`config.mk`:
```
export PLATFORM = sky130hd
export DESIGN_NAME = fifo_wr_arbiter_flat
export DESIGN_NICKNAME = d
export VERILOG_FILES = /design/src/rtl/fifo_wr_arbiter_if.sv /design/src/rtl/fifo_wr_arbiter.sv /design/src/flat_wrapper.sv
export SDC_FILE = /design/constraint.sdc
export NUM_CORES = 1
export LEC_CHECK = 0
export CAP_MARGIN = 40
export CORE_MARGIN = 2
export CORE_UTILIZATION = 33
export CTS_CLUSTER_DIAMETER = 50
export CTS_CLUSTER_SIZE = 30
export DETAILED_ROUTE_END_ITERATION = 8
export MAX_ROUTING_LAYER = met4
export PLACE_DENSITY = 0.87
export REMOVE_ABC_BUFFERS = 1
export SKIP_CTS_REPAIR_TIMING = 1
export SYNTH_ARGS = -nofsm -noshare
export SYNTH_HDL_FRONTEND = slang
export SYNTH_SLANG_ARGS = --single-unit
```
`constraint.sdc`:
```
create_clock -name clk -period 4.55 [get_ports clk]
set_input_delay 0.6825 -clock clk [delete_from_list [all_inputs] [get_ports clk]]
set_output_delay 0.6825 -clock clk [all_outputs]
set_load 0.02 [all_outputs]
```
`src/rtl/fifo_wr_arbiter_if.sv`:
```
// Requester-side and FIFO-side signals of the round-robin FIFO write arbiter.
// The arbiter uses the master modport; requesters/FIFO model use the slave modport.
interface fifo_wr_arbiter_if #(
   parameter int NUM_REQ    = 4,
   parameter int DATA_WIDTH = 32,
   parameter int OWNER_W    = (NUM_REQ > 1) ? $clog2(NUM_REQ) : 1
);
   logic [NUM_REQ-1:0]            req;
   logic [NUM_REQ*DATA_WIDTH-1:0] req_data;
   logic [NUM_REQ-1:0]            gnt;
   logic [NUM_REQ-1:0]            ack;
   logic                          fifo_full;
   logic                          fifo_cs;
   logic                          fifo_wr_en;
   logic [DATA_WIDTH-1:0]         fifo_data_in;
   logic                          busy;
   logic [OWNER_W-1:0]            owner;

   modport master (
      input  req, req_data, fifo_full,
      output gnt, ack, fifo_cs, fifo_wr_en, fifo_data_in, busy, owner
   );

   modport slave (
      output req, req_data, fifo_full,
      input  gnt, ack, fifo_cs, fifo_wr_en, fifo_data_in, busy, owner
   );
endinterface

```
`src/rtl/fifo_wr_arbiter.sv`:
```
// Round-robin arbiter sharing one synchronous-FIFO write port between NUM_REQ requesters;
// each grant allows a burst of up to BURST_LEN words, then ownership rotates.
module fifo_wr_arbiter #(
   parameter int NUM_REQ    = 4,
   parameter int DATA_WIDTH = 32,
   parameter int BURST_LEN  = 4
) (
   input logic               clk,
   input logic               rst,
   fifo_wr_arbiter_if.master bus
);
   localparam int OW = (NUM_REQ > 1) ? $clog2(NUM_REQ) : 1;
   localparam int CW = $clog2(BURST_LEN + 1);

   typedef enum logic {ST_ARB, ST_BURST} state_t;

   state_t             r_state;
   logic [NUM_REQ-1:0] r_gnt;
   logic               r_busy;
   logic [OW-1:0]      r_owner;
   logic [OW-1:0]      r_ptr;
   logic [CW-1:0]      r_cnt;

   logic                  w_found;
   logic [OW-1:0]         w_pick;
   logic [OW-1:0]         w_idx;
   logic                  w_write;
   logic                  w_last;
   logic                  w_release;
   logic [OW-1:0]         w_ptr_next;
   logic [DATA_WIDTH-1:0] w_data;

   // Scan from r_ptr upward; iterating downward lets the nearest requester overwrite farther ones.
   // NOTE: combinational blocks use blocking '=' and assign every output a default first, so
   // no path leaves a variable unassigned and no latch is inferred.
   always_comb begin
      w_found = 1'b0;
      w_pick  = '0;
      w_idx   = '0;
      for (int k = NUM_REQ - 1; k >= 0; k--) begin
         w_idx = OW'((int'(r_ptr) + k) % NUM_REQ);
         if (bus.req[w_idx]) begin
            w_found = 1'b1;
            w_pick  = w_idx;
         end
      end
   end

   always_comb begin
      w_data = '0;
      for (int i = 0; i < NUM_REQ; i++) begin
         if (r_owner == OW'(i)) w_data = bus.req_data[i*DATA_WIDTH +: DATA_WIDTH];
      end
   end

   assign w_write    = ~rst & (r_state == ST_BURST) & bus.req[r_owner] & ~bus.fifo_full;
   assign w_last     = w_write & ((r_cnt + CW'(1)) == CW'(BURST_LEN));
   assign w_release  = ~bus.req[r_owner] | w_last;
   assign w_ptr_next = (r_owner == OW'(NUM_REQ - 1)) ? '0 : r_owner + OW'(1);

   // NOTE: sequential state uses non-blocking '<=' so every register samples pre-edge values.
   always_ff @(posedge clk) begin
      if (rst) begin
         r_state <= ST_ARB;
         r_gnt   <= '0;
         r_busy  <= 1'b0;
         r_owner <= '0;
         r_ptr   <= '0;
         r_cnt   <= '0;
      end else begin
         case (r_state)
            ST_ARB: begin
               if (w_found) begin
                  r_state <= ST_BURST;
                  r_gnt   <= NUM_REQ'(1) << w_pick;
                  r_busy  <= 1'b1;
                  r_owner <= w_pick;
                  r_cnt   <= '0;
               end
            end
            ST_BURST: begin
               if (w_write) r_cnt <= r_cnt + CW'(1);
               // A full FIFO with the owner still requesting stalls here indefinitely.
               if (w_release) begin
                  r_state <= ST_ARB;
                  r_gnt   <= '0;
                  r_busy  <= 1'b0;
                  r_ptr   <= w_ptr_next;
               end
            end
            default: r_state <= ST_ARB;
         endcase
      end
   end

   assign bus.gnt          = r_gnt;
   assign bus.busy         = r_busy;
   assign bus.owner        = r_owner;
   assign bus.ack          = w_write ? (NUM_REQ'(1) << r_owner) : '0;
   assign bus.fifo_wr_en   = w_write;
   assign bus.fifo_cs      = w_write;
   assign bus.fifo_data_in = w_data;
endmodule

```
`src/flat_wrapper.sv`:
```
// flat-port wrapper written by rule: the top's interface ports become plain ports
module fifo_wr_arbiter_flat 
#(
   parameter int NUM_REQ    = 4,
   parameter int DATA_WIDTH = 32,
   parameter int BURST_LEN  = 4
)
  (clk, rst, bus_req, bus_req_data, bus_fifo_full, bus_gnt, bus_ack, bus_fifo_cs, bus_fifo_wr_en, bus_fifo_data_in, bus_busy, bus_owner);
  fifo_wr_arbiter_if #(.NUM_REQ(NUM_REQ), .DATA_WIDTH(DATA_WIDTH)) bus_i ();
  input logic clk;
  input logic rst;
  input wire logic [$bits(bus_i.req)-1:0] bus_req;
  input wire logic [$bits(bus_i.req_data)-1:0] bus_req_data;
  input wire logic [$bits(bus_i.fifo_full)-1:0] bus_fifo_full;
  output wire logic [$bits(bus_i.gnt)-1:0] bus_gnt;
  output wire logic [$bits(bus_i.ack)-1:0] bus_ack;
  output wire logic [$bits(bus_i.fifo_cs)-1:0] bus_fifo_cs;
  output wire logic [$bits(bus_i.fifo_wr_en)-1:0] bus_fifo_wr_en;
  output wire logic [$bits(bus_i.fifo_data_in)-1:0] bus_fifo_data_in;
  output wire logic [$bits(bus_i.busy)-1:0] bus_busy;
  output wire logic [$bits(bus_i.owner)-1:0] bus_owner;
  assign bus_i.req = bus_req;
  assign bus_i.req_data = bus_req_data;
  assign bus_i.fifo_full = bus_fifo_full;
  assign bus_gnt = bus_i.gnt;
  assign bus_ack = bus_i.ack;
  assign bus_fifo_cs = bus_i.fifo_cs;
  assign bus_fifo_wr_en = bus_i.fifo_wr_en;
  assign bus_fifo_data_in = bus_i.fifo_data_in;
  assign bus_busy = bus_i.busy;
  assign bus_owner = bus_i.owner;
  fifo_wr_arbiter #(.NUM_REQ(NUM_REQ), .DATA_WIDTH(DATA_WIDTH), .BURST_LEN(BURST_LEN)) u_core (.clk(clk), .rst(rst), .bus(bus_i));
endmodule
```
### Word level (Yosys, flattened, before mapping)

Cells that the tools add are included.

| storage, ports and cells | value |
|---|---|
| register bits | 13 |
| input bits | 135 |
| word-level logic and storage cells | 75 |
| output and inout port bits | 45 |

| cells by class | value |
|---|---|
| multiplexer cells | 36 |
| add/subtract/negate cells | 5 |
| bitwise operators | 9 |
| equality and inequality tests | 7 |
| magnitude comparators | 5 |
| reductions and logical operators | 5 |
| shift-type cells | 2 |

Operators with widths:

| operator | count |
|---|---|
| two-way mux 32 bit | 4 |
| less-than comparator 2 x 3 -> 1 bit, second input constant | 5 |
| two-way mux 1 bit | 13 |
| two-way mux 4 bit | 3 |
| binary-select mux 1 bit (select 2 bit) | 5 |
| two-way mux 2 bit | 5 |
| one-hot mux 4 bit (2 select lines) | 1 |
| AND reduction 2 bit | 4 |
| left shift 1 x 2 -> 4 bit, first input constant | 2 |
| two-way mux 3 bit | 2 |
| one-hot mux 3 bit (2 select lines) | 1 |
| adder 2 x 1 -> 2 bit, second input constant | 2 |
| adder 2 bit, second input constant | 2 |
| AND 1 bit | 4 |
| equality test 2 bit, second input constant | 2 |
| inequality test 2 bit, second input constant | 2 |
| NOT 1 bit | 4 |
| one-hot mux 1 bit (2 select lines) | 2 |
| adder 3 x 1 -> 3 bit, second input constant | 1 |
| equality test 3 bit, second input constant | 1 |
| equality test 2 x 1 -> 1 bit, second input constant | 1 |
| zero test 2 bit | 1 |
| inequality test 2 x 1 -> 1 bit, second input constant | 1 |
| bitwise OR 1 bit | 1 |

### Longest topological paths before layout

| depth | value |
|---|---|
| depth after elaboration | 10 |
| depth in mapped cells | 8 |
| gate-level depth less buffers | 6 |

### Worst setup path after synthesis

OpenSTA, ideal clock, no wires.

| path | value |
|---|---|
| path type | register to output |
| start | reg u_core.r_owner[1] (netlist: u_core.bus.owner[1]) |
| end | out bus_fifo_data_in[28] |
| data arrival time | 1.966 ns |
| setup slack | 1.901 ns |
| stages on the path, launching flop included | 9 |
| path buffers | 2 |
| required time | 3.868 ns |
| path through | dfxtp_1 -> inv_1 -> ha_1 -> buf_2 -> clkbuf_1 -> nand3b_1 -> a21oi_1 -> a21oi_1 -> o21ai_0 |

| between the ends | value |
|---|---|
| word-level cells in the longest chain between the ends | 5 |
| elaborated cells on any way between the ends | 8 |
| those cells by class | 3 x eq/ne; 4 x mux; 1 x reduce/logical |

RTL lines:

| what | RTL line | source |
|---|---|---|
| start: declaration | fifo_wr_arbiter.sv:20 | `logic [OW-1:0] r_owner;` |
| start signal: assignment | fifo_wr_arbiter.sv:77 | `r_owner <= w_pick;` |
| zero test 2 bit | fifo_wr_arbiter.sv:52 | `if (r_owner == OW'(i)) w_data = bus.req_data[i*DATA_WIDTH +: DATA_WIDTH];` |
| two-way mux 32 bit (3 in a row) | fifo_wr_arbiter.sv:52 |  |
| two-way mux 32 bit (*) | fifo_wr_arbiter.sv:52 |  |
| end: declaration | flat_wrapper.sv:19 | `output wire logic [$bits(bus_i.fifo_data_in)-1:0] bus_fifo_data_in;` |

Mark *: on every way between the ends. The rest lies on a longest branch, timed or not.

### Worst setup path after layout

| path | value |
|---|---|
| start | in bus_req[3] |
| end | out bus_ack[2] |

| between the ends | value |
|---|---|
| word-level cells in the longest chain between the ends | 5 |

RTL lines:

| what | RTL line | source |
|---|---|---|
| start: declaration | flat_wrapper.sv:12 | `input wire logic [$bits(bus_i.req)-1:0] bus_req;` |
| binary-select mux 1 bit (select 2 bit) | fifo_wr_arbiter.sv:56 | `assign w_write = ~rst & (r_state == ST_BURST) & bus.req[r_owner] & ~bus.fifo_full;` |
| two-way mux 1 bit (implied by the code) | fifo_wr_arbiter.sv:56 |  |
| AND 1 bit (2 in a row) | fifo_wr_arbiter.sv:56 |  |
| two-way mux 4 bit | fifo_wr_arbiter.sv:99 | `assign bus.ack = w_write ? (NUM_REQ'(1) << r_owner) : '0;` |
| end: declaration | flat_wrapper.sv:16 | `output wire logic [$bits(bus_i.ack)-1:0] bus_ack;` |

Every way passes these cells. The select of a mux whose other input is x is not followed.

==> out/results.txt <==
Relative slew slack - 0.636
H-tree depth - 1
Mux contribution to synthesized area - 0.0510
Post-Synth Simple-Gate Area - 0.357
Crit path kind - in -> out
Worst VDD drop - 0.210 mV
Iteration-0 DRC Markers - 116
Outcome - finished, final reports clean
Sink Count - 13
Number of global-route vias before repair - 2435
Flop2flop setup slack - 2.82 ns
ANT cells - 0
Post-synth EDFFs - 0
CP max FO - 9
Seq/Total Area, Yosys - 0.138
Main combinational cell family by area after synthesis - simple AND/OR/NAND/NOR gates
Max Clk Rate - 0.288 GHz
Post-Syn Instances - 297
Sw Ratio - 0.382
Critical path cell sequence - clkdlybuf4s50_1 -> mux2_4 -> a22oi_2 -> nor3_4 -> and2_2 -> clkdlybuf4s50_1
Placed insts - 525
FF-to-FF End - u_core.r_ptr[0]
CP endpoint - bus_ack[2]
Adder-Cell Fraction of Synth Area - 0.0397
Initial Utilization - 0.343
DR DRC count - 0
Critical path startpoint category - primary input
Clock power share - 0.137
CP startpoint - bus_req[3]
DRT antenna net count - 0
Initial antenna violation count - 0
Combinational power share - 0.692
Ports - 180
CP bufs+invs - 2
Die Span Y - 79.7 um
Slowest stage delay, CP - 0.64 ns
GR Util All Layers - 0.245
Count of cell types in the netlist - 40
Clock-pin slew on the worst setup and hold paths - 0.05 ns
RSZ-0062 raised after global routing - false
Final #Nets - 599
Vias/cell - 5.14
Share of cells above drive strength 1 - 0.0525
Avg Inst Size Synth - 6.36 um2
Largest net degree at the start of global routing - 53
Die area - 6350 um2
Post-Synth XOR/XNOR Area - 0
Drt wl/cell - 15.7 um
Slew Viols, Final - 0
CP most frequent cell - clkdlybuf4s50_1
Area growth, synth to finish - 99.4%
PortBufs - 179
Min Clock Period, post-route - 3.47 ns
Die W - 79.7 um
Register bit total from synthesis - 13
Post-synthesis compound-gate area fraction - 0.344
Sequential power share - 0.171
R2R cell count - 4
Power per cell area - 204 nW/um2
Hold WC Path Type - reg -> reg
CP delay by family, top - buffers and inverters
Leakage power figure - 1.31 nW
Final HPWL DP - 6.39 mm
Psw - 0.000294 W
Critical path depth - 6
Core area - 5510 um2
FF-to-FF Start - u_core.bus.owner[1]
Placer Congestion - 0.874
Primary FF master, synth - dfxtp_1
TritonCTS clock tree - yes
First-pass GRT wire length - 12.1 mm
Clock tree root buffer cell - clkbuf_8
Synth warnings - 0
Clock Skew - 0.00482 ns
CP required - 3.87 ns
Grt ovf - 0
Synth async-reset ratio - 0
Max capacitance violation total - 0
Max Root-Sink Buffers - 2
Period utilisation layout - 0.763
WP data arrival - 2.79 ns
Sum of negative setup slack - 0 ns
CP Capture Type - output port
Drt first pass iters - 5
Final Hold Violating Endpoints - 0
Endpoints failing setup - 0
Layout Cells excl Fill - 529
Clk_lat worst skew - 0.25 ns
Actual slew at the worst max-slew pin - 0.544 ns
Total CTS buffers - 3
Slowest cell on the critical path - clkdlybuf4s50_1
Netlist Area Pre-Place - 1890 um2
Vias - 2720
Int Pwr - 0.000475 W
Row cnt - 27
Routed Wire Length - 8.28 mm
[cells in the mapped netlist (all sizes together), types with 4 or more instances]
master	number	area, um2
nand2	64	240
a21oi	61	305
nand3b	30	225
o21ai	29	145
clkbuf	20	75.1
dfxtp	13	260
buf	8	43.8
nand2b	7	43.8
ha	6	75.1
and2	5	36.3
a32o	4	40.0
inv	4	15.0
mux2	4	56.3
mux2i	4	40.0
nor2	4	15.0
nor2b	4	25.0
nor3	4	31.3
[power groups by stage]
stage,Clock (W),Sequential (W),Combinational (W)
6_report,0.000105,0.000132,0.000532
5_1_grt,0.000111,0.000133,0.000571
4_1_cts,0.000105,0.000131,0.000532
3_5_place_dp,0,0.000133,0.000530
3_3_place_gp,0,0.000133,0.000518
2_1_floorplan,0,0.000137,0.000240
[cell families after synthesis]
kind of cell / count (synthesis)
adder cells (fa/ha/maj): 6
buffers and inverters: 32
multiplexers: 8
AO/OA/AOI/OAI: 112
flip-flops: 13
AND/OR/NAND/NOR: 126
[routing by layer]
layer  track usage  wire [um]  up-vias
met4        0.0483        109        0
li1              -          -     1372
met1         0.286       3340     1226
met3        0.0441        678       14
met5             -          0        -
met2         0.439       4150      108
[worst min-delay path by stage]
| stage | slack (ns) | to | startpoint | cells after the start |
|---|---|---|---|---|
| global placement | 0.46 | u_core.r_cnt[0] | u_core.r_cnt[0] | 1 |
| finish | 0.47 | u_core.bus.gnt[1] | u_core.bus.gnt[1] | 1 |
| global route | 0.50 | u_core.bus.gnt[1] | u_core.bus.gnt[1] | 1 |
| detailed placement | 0.46 | u_core.bus.gnt[2] | u_core.bus.gnt[2] | 1 |
| floorplan | 0.44 | u_core.r_cnt[0] | u_core.r_cnt[0] | 1 |
| CTS | 0.47 | u_core.bus.gnt[1] | u_core.bus.gnt[1] | 1 |
[per-stage QoR]
| step | cell area, um2 | hold WS [ns] | total power, W | setup slack (ns) | utilization |
|---|---|---|---|---|---|
| 3_5_place_dp | 3720 | 0.460 | 0.000663 | 1.07 | 0.676 |
| 3_3_place_gp | 3680 | 0.460 | 0.000651 | 1.15 | 0.669 |
| 4_1_cts | 3770 | 0.471 | 0.000769 | 1.08 | 0.684 |
| 6_report | 3770 | 0.469 | 0.000769 | 1.08 | 0.684 |
| 5_1_grt | 3770 | 0.499 | 0.000815 | 0.878 | 0.684 |
| 2_1_floorplan | 1770 | 0.444 | 0.000377 | 1.37 | - |
[state kept, by name, summed over array words and instances (netlist names)]
signal            count
u_core.bus.owner      2
u_core.r_cnt          3
u_core.r_state        1
u_core.bus.gnt        4
u_core.bus.busy       1
u_core.r_ptr          2
[cells in the final DEF (no fill, tap or decap), drive strengths merged, types with 2 or more instances in the layout]
cell type / instances
clkdlybuf4s50: 179
nand2: 64
a21oi: 61
nand3b: 30
o21ai: 29
dfxtp: 13
nand2b: 7
ha: 6
and2: 5
buf: 5
inv: 4
nor2b: 4
mux2i: 4
nor2: 4
a32o: 4
mux2: 4
nor3: 4
clkbuf: 4
a221oi: 3
o31ai: 3
a21o: 2
nand3: 2
o221ai: 2
o22ai: 2
nor3b: 2
[area by class of cell]
| cell class | instances | area, um2 |
|---|---|---|
| Timing Repair Buffer | 184 | 1850 |
| Sequential cell | 13 | 260 |
| Inverter | 4 | 15.0 |
| Fill cell | 494 | 1740 |
| Tap cell | 72 | 90.1 |
| Multi-Input combinational cell | 252 | 1500 |
| Clock buffer | 4 | 45.0 |
Note: power is estimated with default switching activity, not from simulation.
